### config.mk
export PLATFORM = sky130hd
export DESIGN_NAME = var_shift
export DESIGN_NICKNAME = d
export VERILOG_FILES = /design/src/rtl/var_shift.sv
export SDC_FILE = /design/constraint.sdc
export NUM_CORES = 1
export LEC_CHECK = 0
export ABC_CLOCK_PERIOD_IN_PS = 1700
export BUFFER_PORTS_ARGS = -buffer_cell sky130_fd_sc_hd__clkbuf_2
export CORE_MARGIN = 3
export CORE_UTILIZATION = 59
export CTS_CLUSTER_DIAMETER = 80
export CTS_CLUSTER_SIZE = 12
export DETAILED_ROUTE_END_ITERATION = 10
export PLACE_DENSITY = 0.9
export SYNTH_ARGS = -nofsm -noshare
export SYNTH_HDL_FRONTEND = slang
export SYNTH_SLANG_ARGS = --single-unit
### constraint.sdc
create_clock -name clk -period 1.7 [get_ports clk]
set_input_delay 0.085 -clock clk [delete_from_list [all_inputs] [get_ports clk]]
set_output_delay 0.085 -clock clk [all_outputs]
set_load 0.02 [all_outputs]
### src/rtl/var_shift.sv
// var_shift: registered variable-amount logical barrel shifter.
// One shared right-shift bank handles both directions; a left shift is done
// by bit-reversing the word on the way in and again on the way out.
module var_shift #(
    parameter int WIDTH = 32
) (
    input  logic             clk,
    input  logic             clr,
    input  logic             dir,
    input  logic             en,
    input  logic [WIDTH-1:0] in,
    input  logic [31:0]      shift,
    output logic [WIDTH-1:0] q
);

    localparam int LOG2 = (WIDTH > 1) ? $clog2(WIDTH) : 1;

    logic [WIDTH-1:0] src;
    logic [WIDTH-1:0] res;
    logic [WIDTH-1:0] q_d;
    logic [WIDTH-1:0] q_q;
    logic             ovf;
    logic [WIDTH-1:0] stg [0:LOG2];

    // Present the word to the right-shifter, reversed when shifting left
    always_comb begin
        src = '0;
        for (int i = 0; i < WIDTH; i++) begin
            src[i] = dir ? in[i] : in[WIDTH-1-i];
        end
    end

    assign stg[0] = src;

    // Stage k moves the word right by 2^k when shift bit k is set; zeros fill
    // from the top, so amounts between WIDTH and 2^LOG2-1 naturally clear it.
    generate
        for (genvar k = 0; k < LOG2; k++) begin : g_stage
            localparam int SH = 2 ** k;
            assign stg[k+1] = shift[k] ? (stg[k] >> SH) : stg[k];
        end
    endgenerate

    // Any shift bit at or above LOG2 means the amount is at least WIDTH
    assign ovf = |shift[31:LOG2];

    // Undo the input reversal for left shifts, and zero on overflow
    always_comb begin
        res = '0;
        for (int i = 0; i < WIDTH; i++) begin
            res[i] = dir ? stg[LOG2][i] : stg[LOG2][WIDTH-1-i];
        end
        if (ovf) begin
            res = '0;
        end
    end

    // Load the new result only on enabled cycles
    always_comb begin
        q_d = q_q;
        if (en) begin
            q_d = res;
        end
    end

    // Output register, cleared asynchronously by clr
    always_ff @(posedge clk or posedge clr) begin
        if (clr) begin
            q_q <= '0;
        end else begin
            q_q <= q_d;
        end
    end

    assign q = q_q;

endmodule

==> reports/metrics.cfg, run 1 <==
[synthesis]
yosys.area.top_type_share_pct=20.8
synthFlopType=dfrtp_1
synth_nets=446
yosysTopAreaCell=dfrtp_1
ys_top_cells_by_area=dfrtp_1 21%, mux4_1 11%, mux2i_1 10%, mux4_2 8.8%, mux2_2 6.4%
syn_inst=378
synth_edf_count=0
synth-seq-cells=32
yosysUniqueCellTypes=59
syn-cell-area_um2=3850
synth-async-reset-ratio_pct=100
ys_seq_area_share_pct=20.8
yosysWarnings=0
avgSynthCellArea_um2=10.2

[placed_design]
dpl.hpwl_um=11900
io_buffers=99
pre_cts_slack_ns=-0.590
postPlaceCellArea_um2=4990
gp_congestion=1.12

[clock_tree]
clock_path_buffers=2
clock_sinks=32
htree_levels=2
clockRootBuffer=clkbuf_8
cts_buffers=5

[global_routing]
overflow=16
grt_usage_pct=70.4
grt_max_degree=33

[outcome]
haltStage=global routing
outcome=stopped before the end
error=[ERROR GRT-0232] Routing congestion too high. Check the congestion heatmap in the GUI.

[floorplan]
fp.dieH_um=86.7
ioPinCount=100
die_w_um=86.7
rows=28
initial_utilization_pct=62.7

[sta]
worst_path_end_type=register input
grt_worst_setup_endpoint=q[11]$_DFFE_PP0P_/D

-- layer usage --
layer,track usage [%],overflow
met2,88.0,3
met5,9.09,0
met3,55.4,0
met1,71.7,0
met4,65.9,13
-- cell families after synthesis --
group                  synth area share [%]
XOR/XNOR                              0.228
flip-flops                             20.8
AO/OA/AOI/OAI                          22.9
buffers and inverters                  6.15
AND/OR/NAND/NOR                        13.0
multiplexers                           36.9
-- stage by stage --
step	hold WS [ns]	instances
after CTS	0.347	627
after detailed placement	0.169	607
after global placement	0.161	607
after floorplan	0.201	378
-- Yosys cell counts, drive strengths merged, types with 5 or more instances --
cell type   n
a211o       7
a21o        6
a21oi       8
a221o      15
a22oi       6
buf        16
clkbuf     16
dfrtp      32
inv         6
mux2       22
mux2i      40
mux4       31
nand2      31
nand3       5
nor2       19
nor2b       6
nor3       12
nor4        9
o21ai      13
o22ai       9
o2bb2ai    14
-- what timing repair did --
item                                    in CTS
cloned                                       4
hold buffers                                 1
resized for setup                           81
setup buffers                                8
endpoints found under the setup margin      32
pin swaps                                   20
endpoints found under the hold margin       32
==> run 2, diff against run 1 <==
Settings changed: CORE_UTILIZATION 59 to 40, CTS_CLUSTER_DIAMETER 80 to unset, CTS_CLUSTER_SIZE 12 to unset, PLACE_DENSITY 0.9 to unset, PLACE_DENSITY_LB_ADDON set to 0.15.
==> run 2 against run 1 <==
Net effect: the flow now finishes, with violations (setup timing); synthesized cell count did not move; area after synthesis unchanged.
==> reports/metrics.cfg, run 2 <==
[outcome]
outcome=complete, but fails checks
violations=setup timing

[synthesis]
synth_edf_count=0  ; unchanged
synth_compound_area_share_pct=22.9  ; unchanged
netlist_top_cells_count=39 x mux2i_1, 32 x dfrtp_1, 31 x nand2_1, 22 x mux2_2, 19 x nor2_1
synth_top_family_by_area=multiplexers
synth-seq-cells=32  ; unchanged
synth.most_common_cell=mux2i_1
syn-cell-area_um2=3850  ; unchanged
avgSynthCellArea_um2=10.2  ; unchanged
yosysWarnings=0  ; unchanged
yosysUniqueCellTypes=59  ; unchanged
synthFlopType=dfrtp_1
synth_nets=446  ; unchanged
ys_top_cells_by_area=dfrtp_1 21%, mux4_1 11%, mux2i_1 10%, mux4_2 8.8%, mux2_2 6.4%
yosysTopAreaCell=dfrtp_1
synth-simple-area-share_pct=13.0  ; unchanged
syn_inst=378  ; unchanged
synth-async-reset-ratio_pct=100  ; unchanged
ys_seq_area_share_pct=20.8  ; unchanged
muxShareOfSynthArea_pct=36.9  ; unchanged
synthAdderAreaFrac_pct=0  ; unchanged
yosys.area.top_type_share_pct=20.8  ; unchanged
synthXorXnorAreaFrac_pct=0.228  ; unchanged

[final_layout]
layout_common_cells=124 x buf_4, 98 x clkbuf_2, 32 x dfrtp_1, 30 x nand2_1, 23 x mux4_2
drive_gt1_share_pct=58.5
largest_reg_flops=32
layout_commonest_cell=buf_4
diodes=0
fin_nets=660
area_growth_pct=54.7

[floorplan]
die-area_um2=10800
fp.dieH_um=104  ; +20%
initial_utilization_pct=41.4  ; -21 points
ioPinCount=100  ; unchanged
die_w_um=104  ; +20%
rows=35  ; +25%
fp.coreArea_um2=9280

[setup_path]
cp_max_fo=7
worstPathArrival_ns=2.10
required_ns=1.88
critPathKind=input pin to flip-flop
startpoint_type=input pin
end_kind=flip-flop

[sta]
finalCritPeriodShare_pct=113
max_clock_freq_mhz=520
maxSlewHeadroom_pct=64.6
hold_slack_ns=0.331
setup_viol=32
skew_ns=0
maxSlewViolCount=0
setup_ws_ns=-0.222
rsz0062_at_grt=true
post-route-min-period_ns=1.92
hold_viol_final=0
worstMarginPinSlew_ns=0.530

[detailed_routing]
firstDrtPassIters=6
drt-initial-drc-count=292
wirelength_um=15900
routed-via-count=4473
wire_per_inst_um=22.0
drc=0
ant_nets=0
vias_per_cell=6.20

[global_routing]
antenna_found_initial=0
grt_max_degree=33
overflow=0
grt_usage_pct=28.9
grt_first_pass_wirelength_um=24900
grt_pass1_vias=4535

[power]
clockPowerShare_pct=24.2
power.switching_uw=1090
vdd_drop_max_v=0.000341
power.share.combinational_pct=51.1
power.density_nw_per_um2=518
switching_share_pct=35.2
p_leak_uw=0.00278
power.internal_uw=2000
pwr-share-seq_pct=24.7

[clock_tree]
clk_latency_ns=0.29
htree_levels=2  ; unchanged
clock_sinks=32  ; unchanged
cts_buffers=5  ; unchanged
clockRootBuffer=clkbuf_8
cts_tree=done
clk_pin_slew_ns=0.07
clock_path_buffers=2  ; unchanged

[placed_design]
io_buffers=99  ; unchanged
pre_cts_slack_ns=-0.616  ; -0.0267 ns
gp_congestion=0.969  ; -13%
dpl.hpwl_um=12200  ; +3.3%

[flow_run]
drv_cap=0

[hold_path]
hold_class=input pin to flip-flop

-- run 2: what timing repair did --
action,in CTS,in global routing
hold endpoints to repair,32,0
pin swaps,27,20
resized for setup,70,29
setup buffers,14,6
hold buffers,1,0
endpoints found under the setup margin,32,32
gates cloned,2,0
-- run 2: worst paths after layout --
check / startpoint / slack, ns / cells after the start / to
setup / recovery: dir / -0.22 / 9 / q[20]
hold / removal: en / 0.33 / 4 / q[1]
setup reg to reg: q[2] / 0.67 / 3 / q[2]
hold reg to reg: q[27] / 0.51 / 2 / q[27]
max in group asynchronous: clr / 0.98 / 4 / q[15]
min in group asynchronous: clr / 0.41 / 4 / q[10]
-- run 2: worst max-delay path, cell delays in order --
cell and delay, ns:
clkbuf_16 0.13, buf_12 0.13, buf_12 0.12, buf_6 0.09
mux4_2 0.51, mux2i_2 0.22, nor3_2 0.05, or3_4 0.42
a221o_1 0.34
-- run 2: final cells by class --
| type | count | area [um2] |
|---|---|---|
| Fill cell | 829 | 3330 |
| Multi-Input combinational cell | 305 | 3160 |
| Timing Repair Buffer | 239 | 1690 |
| Sequential cell | 32 | 801 |
| Tap cell | 129 | 161 |
| Clock buffer | 6 | 72.6 |
| Clock inverter | 2 | 35.0 |
| Inverter | 9 | 33.8 |
-- run 2: power by group through the flow --
| stage | Combinational [uW] | Sequential [uW] | Clock, uW |
|---|---|---|---|
| 4_1_cts | 1450 | 761 | 754 |
| 6_report | 1580 | 761 | 747 |
| 2_1_floorplan | 674 | 776 | 0 |
| 3_3_place_gp | 1220 | 776 | 0 |
| 5_1_grt | 1660 | 760 | 778 |
| 3_5_place_dp | 1230 | 776 | 0 |
-- run 2: per-layer routing --
layer  track usage, %  vias up  share of wire [%]
met5                0        -                  0
met4             7.03        0                2.0
met3             5.15       33                8.7
met2             46.4      233                 47
met1             40.6     2224                 42
li1                 -     1983                  -
-- run 2: logic make-up (layout without fill, tap and decap cells) --
logic type / Yosys count / count (layout)
AND/OR/NAND/NOR: 101 / 101
multiplexers: 93 / 93
buffers and inverters: 41 / 256
flip-flops: 32 / 32
XOR/XNOR: 1 / 1
AO/OA/AOI/OAI: 110 / 110
-- run 2: per-stage QoR --
stage | setup TNS [ns] | instance area [um2] | total power [uW] | std cells | util, %
6_report | -3.77 | 5950 | 3090 | 722 | 64.1
5_1_grt | -5.46 | 5950 | 3200 | 722 | 64.1
4_1_cts | -3.35 | 5780 | 2960 | 718 | 62.3
3_5_place_dp | -16.84 | 5240 | 2010 | 693 | 56.4
3_3_place_gp | -16.00 | 5240 | 2000 | 693 | 56.4
2_1_floorplan | -4.83 | 3870 | 1450 | 378 | -
No activity file was read; power rests on OpenSTA's default activity.
==> run 3, diff against run 2 <==
Settings changed: ABC_CLOCK_PERIOD_IN_PS 1700 to 2300, CELL_PAD_IN_SITES_DETAIL_PLACEMENT set to 1, CELL_PAD_IN_SITES_GLOBAL_PLACEMENT set to 2, CORE_UTILIZATION 40 to 36.
Clock period 1.7 ns to 2.3 ns, I/O delays scaled along.
==> run 3 against run 2 <==
Net effect: the run now ends clean; register-to-register slack improved by 0.58 ns; clock power down 38%; critical path depth unchanged; setup slack better by 0.44 ns; sequential power decreased by 26%; sequential share of layout area is 3.1 points higher; non-clock buffer count down 90; clock skew unchanged; wire length shrank 6.9%; design area is 19% lower; critical path type unchanged; highest routed layer unchanged.
==> reports/metrics.cfg, run 3 (synthesized netlist as in run 2, its figures left out) <==
[outcome]
outcome=completed

[power]
switching_share_pct=36.6  ; +1.4 points
power.density_nw_per_um2=383  ; -26%
p_leak_uw=0.00228  ; -18%
power.internal_uw=1170  ; -41%
power.switching_uw=676  ; -38%
power.share.combinational_pct=44.6  ; -6.5 points
finalPower_uw=1850  ; -40%
pwr-share-seq_pct=30.5  ; +5.8 points
vdd_drop_max_v=0.000273  ; -20%
clockPowerShare_pct=24.9  ; +0.7 points

[final_layout]
layout_common_cells=99 x clkbuf_2, 46 x buf_4, 39 x mux2i_1, 32 x dfrtp_1, 31 x nand2_1
diodes=0  ; unchanged
fin_nets=570  ; -14%
layout_commonest_cell=clkbuf_2
largest_reg_flops=32  ; unchanged
fin_area_um2=4820  ; -19%
drive_gt1_share_pct=40.4  ; -18 points
area_growth_pct=25.4

[setup_path]
worstPathArrival_ns=2.25  ; +0.15 ns
worstRegToRegCells=3  ; unchanged
end_kind=flip-flop
critPathKind=input pin to flip-flop
path_cells=clkbuf_2 -> buf_12 -> buf_4 -> mux4_1 -> mux2_2 -> a2bb2oi_1 -> o21ai_0 -> a222oi_1 -> nand2_1
required_ns=2.47  ; +0.59 ns
max_stage_delay_ns=0.59  ; +0.08 ns
startpoint_type=input pin
cp_slowest_cell=mux4_1
cp_max_fo=27  ; +20

[clock_tree]
htree_levels=2  ; unchanged
clockRootBuffer=clkbuf_8
post-cts-setup-buffer-count=0  ; -14
cts_tree=done
ctsHoldBuffers=1  ; unchanged
clk_latency_ns=0.28  ; about the same
cts_buffers=5  ; unchanged
clock_sinks=32  ; unchanged
post_cts_resized=0  ; -100%
clk_pin_slew_ns=0.07  ; about the same
clock_path_buffers=2  ; unchanged

[detailed_routing]
firstDrtPassIters=5  ; -1
drt-initial-drc-count=205  ; -30%
wire_per_inst_um=23.2  ; +5.2%
routed-via-count=4002  ; -11%
vias_per_cell=6.26  ; +1.1%
ant_nets=0  ; unchanged
drc=0  ; unchanged
wirelength_um=14800  ; -6.9%

[placed_design]
gp_congestion=0.960  ; -0.96%
io_buffers=99  ; unchanged
postPlaceCellArea_um2=4720  ; -9.9%
dpl.hpwl_um=11700  ; -4.5%

[global_routing]
grt_usage_pct=25.0  ; -3.9 points
grt_pass1_vias=3956  ; -13%
antenna_found_initial=0  ; unchanged
grt_max_degree=38  ; +15%
grt_first_pass_wirelength_um=22800  ; -8.6%
overflow=0  ; unchanged

[hold_path]
hold_class=input pin to flip-flop
hold_depth=3  ; -1

[sta]
skew_ns=0  ; unchanged
max_clock_freq_mhz=480
finalCritPeriodShare_pct=90.7
worstMarginPinSlew_ns=0.886  ; +0.356 ns
rsz0062_at_grt=false
maxSlewHeadroom_pct=40.9  ; -24 points
hold_viol_final=0  ; unchanged
setup_viol=0  ; -100%
maxSlewViolCount=0  ; unchanged
post-route-min-period_ns=2.09

[flow_run]
drv_cap=0  ; unchanged

[floorplan]
rows=37  ; +5.7%
initial_utilization_pct=37.1  ; -4.3 points
fp.dieH_um=109  ; +5.1%
die-area_um2=12000  ; +10%
die_w_um=109  ; +5.1%
ioPinCount=100  ; unchanged
fp.coreArea_um2=10400  ; +12%

run 3: area by class of cell:
cell class / instances / area, um2
Tap cell: 136 / 170
Timing Repair Buffer: 149 / 911
Inverter: 9 / 33.8
Clock buffer: 6 / 82.6
Multi-Input combinational cell: 305 / 2820
Sequential cell: 32 / 801
Fill cell: 1215 / 5550
Clock inverter: 2 / 10.0
run 3: worst max-delay path: cells and delay by family:
family                 cells  cell delay, ns
buffers and inverters      3            0.50
and+or+nand+nor            1            0.08
muxes                      2            0.90
AOI/OAI and AO/OA          3            0.65
run 3: layer usage:
layer	GRT usage, %	part of all wire (%)	wire length, um
met1	36.2	46	6820
met4	3.65	0.61	91
met5	0	0	0
met2	41.4	48	7080
met3	2.64	5.6	823
run 3: final timing paths:
path / end / startpoint / slack [ns]
worst max-delay path: q[6] / dir / 0.21
worst min-delay path: q[31] / shift[3] / 0.21
worst max register to register: q[2] / q[2] / 1.25
worst min register to register: q[5] / q[5] / 0.52
max in group asynchronous: q[30] / clr / 1.55
min in group asynchronous: q[10] / clr / 0.45
run 3: power by group through the flow:
| stage | Clock (uW) | Sequential, uW | Combinational, uW |
|---|---|---|---|
| 2_1_floorplan | 0 | 573 | 490 |
| 3_3_place_gp | 0 | 573 | 800 |
| 3_5_place_dp | 0 | 573 | 812 |
| 4_1_cts | 469 | 562 | 817 |
| 5_1_grt | 498 | 562 | 882 |
| 6_report | 460 | 562 | 824 |
run 3: through the flow:
stage | setup TNS [ns] | hold slack (ns) | std cells | util (%) | setup WS, ns
finish | 0 | 0.213 | 639 | 46.5 | 0.215
detailed placement | -0.877 | 0.211 | 630 | 45.5 | -0.115
CTS | 0 | 0.213 | 639 | 46.5 | 0.186
global route | 0 | 0.246 | 639 | 46.5 | 0.0619
floorplan | 0 | 0.231 | 378 | - | 0.277
global placement | -0.243 | 0.207 | 630 | 45.5 | -0.0481
==> run 4, diff against run 3 <==
Settings changed: ABC_CLOCK_PERIOD_IN_PS 2300 to 1700, CORE_UTILIZATION 36 to 30.
Clock period 2.3 ns to 1.7 ns, I/O delays scaled along.
==> run 4 against run 3 <==
Net effect: the flow now finishes with violations (setup timing); clock skew unchanged; critical path depth decreased by 1; via count increased by 8.4%; utilization increased by 1.7 points; sequential cell count unchanged; sequential share of layout area decreased by 3.1 points; combinational power increased by 86%; final cell count increased by 16%; critical path type unchanged; critical endpoint is now q[20]; highest routed layer unchanged.
==> reports/metrics.cfg, run 4 (synthesized netlist as in run 2, its figures left out) <==
[detailed_routing]
ant_nets=0  ; unchanged
wire_per_inst_um=23.2  ; about the same
firstDrtPassIters=6  ; +1
drt-initial-drc-count=304  ; +48%
routed-via-count=4338  ; +8.4%
wirelength_um=17300  ; +17%
vias_per_cell=5.83  ; -6.9%
drc=0  ; unchanged

[clock_tree]
clock_path_buffers=2  ; unchanged
clock_sinks=32  ; unchanged
cts_tree=done
clk_pin_slew_ns=0.06  ; about the same
cts_buffers=5  ; unchanged
clockRootBuffer=clkbuf_16
clk_latency_ns=0.28  ; about the same
htree_levels=2  ; unchanged

[outcome]
outcome=complete, but fails checks
violations=setup timing

[sta]
maxSlewHeadroom_pct=62.5  ; +22 points
finalCritPeriodShare_pct=112
post-route-min-period_ns=1.90
worstMarginPinSlew_ns=0.556  ; -0.330 ns
hold_slack_ns=0.326  ; +0.113 ns
maxSlewViolCount=0  ; unchanged
setup_viol=31  ; +31
rsz0062_at_grt=true
skew_ns=0  ; unchanged
setup_ws_ns=-0.198  ; -0.413 ns
max_clock_freq_mhz=527
hold_viol_final=0  ; unchanged

[setup_path]
path_buf_inv=2  ; -1
worstPathArrival_ns=2.06  ; -0.19 ns
path_cells=clkbuf_16 -> buf_12 -> mux4_2 -> mux2i_4 -> a21o_4 -> nor2_2 -> or3_4 -> a221o_1
startpoint_type=input pin
max_stage_delay_ns=0.58  ; about the same
end_kind=flip-flop
cp_max_fo=6  ; -78%
cp_slowest_cell=mux4_2
critPathKind=input pin to flip-flop
crit_family=multiplexers
required_ns=1.86  ; -0.61 ns

[final_layout]
area_growth_pct=53.8
diodes=0  ; unchanged
instances_no_fill=744  ; +16%
largest_reg_flops=32  ; unchanged
layout_common_cells=106 x buf_4, 97 x clkbuf_2, 32 x dfrtp_1, 31 x nand2_1, 26 x mux4_2
layout_commonest_cell=buf_4
fin_nets=643  ; +13%
drive_gt1_share_pct=57.1  ; +17 points
fin_area_um2=5920  ; +23%

[power]
power.share.combinational_pct=46.1  ; +1.5 points
clockPowerShare_pct=31.0  ; +6.1 points
p_leak_uw=0.00275  ; +21%
power.internal_uw=2220  ; +90%
power.density_nw_per_um2=562  ; +47%
power.switching_uw=1110  ; +64%
vdd_drop_max_v=0.000534  ; +96%
finalPower_uw=3320  ; +80%
pwr-share-seq_pct=22.9  ; -7.6 points
switching_share_pct=33.3  ; -3.3 points

[floorplan]
fp.coreArea_um2=12300  ; +18%
ioPinCount=100  ; unchanged
rows=40  ; +8.1%
fp.dieH_um=119  ; +9.0%
die_w_um=119  ; +9.0%
die-area_um2=14200  ; +19%
initial_utilization_pct=31.4  ; -5.7 points

[placed_design]
postPlaceCellArea_um2=5280  ; +12%
dpl.hpwl_um=13600  ; +16%
dp.cells=724  ; +15%
io_buffers=99  ; unchanged
gp_congestion=0.939  ; -2.1%

[global_routing]
grt_first_pass_wirelength_um=26700  ; +17%
grt_max_degree=33  ; -13%
antenna_found_initial=0  ; unchanged
grt_pass1_vias=4604  ; +16%
overflow=0  ; unchanged
grt_usage_pct=24.0  ; -1.0 points

[flow_run]
drv_cap=0  ; unchanged

[hold_path]
hold_class=input pin to flip-flop

-- run 4: layer usage --
metal  track usage [%]  wire length (um)  up-vias
li1                  -                 -     1943
met5                 0                 0        -
met1              32.1              7410     2197
met2              41.6              8540      167
met3              3.80               963       31
met4              3.98               346        0
-- run 4: area by class of cell --
| cell class | count | area, um2 |
|---|---|---|
| flip-flops and latches | 32 | 801 |
| repair buffers | 222 | 1600 |
| multi-input cells | 305 | 3110 |
| clock inverters | 3 | 42.5 |
| inverters | 9 | 33.8 |
| clock buffers | 5 | 125 |
| well taps | 168 | 210 |
| fillers | 1396 | 6350 |
-- run 4: through the flow --
step | TNS [ns] | setup WS, ns | utilization [%]
floorplan | -4.83 | -0.217 | -
global placement | -15.37 | -0.549 | 43.1
detailed placement | -16.16 | -0.583 | 43.1
CTS | -2.56 | -0.168 | 47.0
global route | -4.79 | -0.231 | 48.2
finish | -2.82 | -0.198 | 48.2
-- run 4: power groups by stage --
stage	registers [uW]	clock network [uW]	logic (uW)
floorplan	776	0	674
global placement	776	0	1230
detailed placement	776	0	1250
CTS	762	1050	1430
global route	762	1090	1630
finish	762	1030	1530
-- run 4: worst paths after layout --
check,from,end,slack [ns],depth (start not counted)
max,dir,q[20],-0.20,8
min,en,q[3],0.33,4
max reg2reg,q[2],q[2],0.62,3
min reg2reg,q[27],q[27],0.51,2
max in group asynchronous,clr,q[16],0.96,4
min in group asynchronous,clr,q[11],0.43,4
-- run 4: repair_timing --
item                                   CTS  global route
resized for setup                       63            33
gates cloned                             2             0
hold buffers                             1             0
pin swaps                               14            11
endpoints found under the hold margin   32             0
setup buffers                            7             5
setup endpoints to repair               32            32
-- run 4: worst min-delay path, stage by stage --
cell      delay [ns]
clkbuf_2        0.09
buf_4           0.17
o32ai_1         0.11
a211o_2         0.12
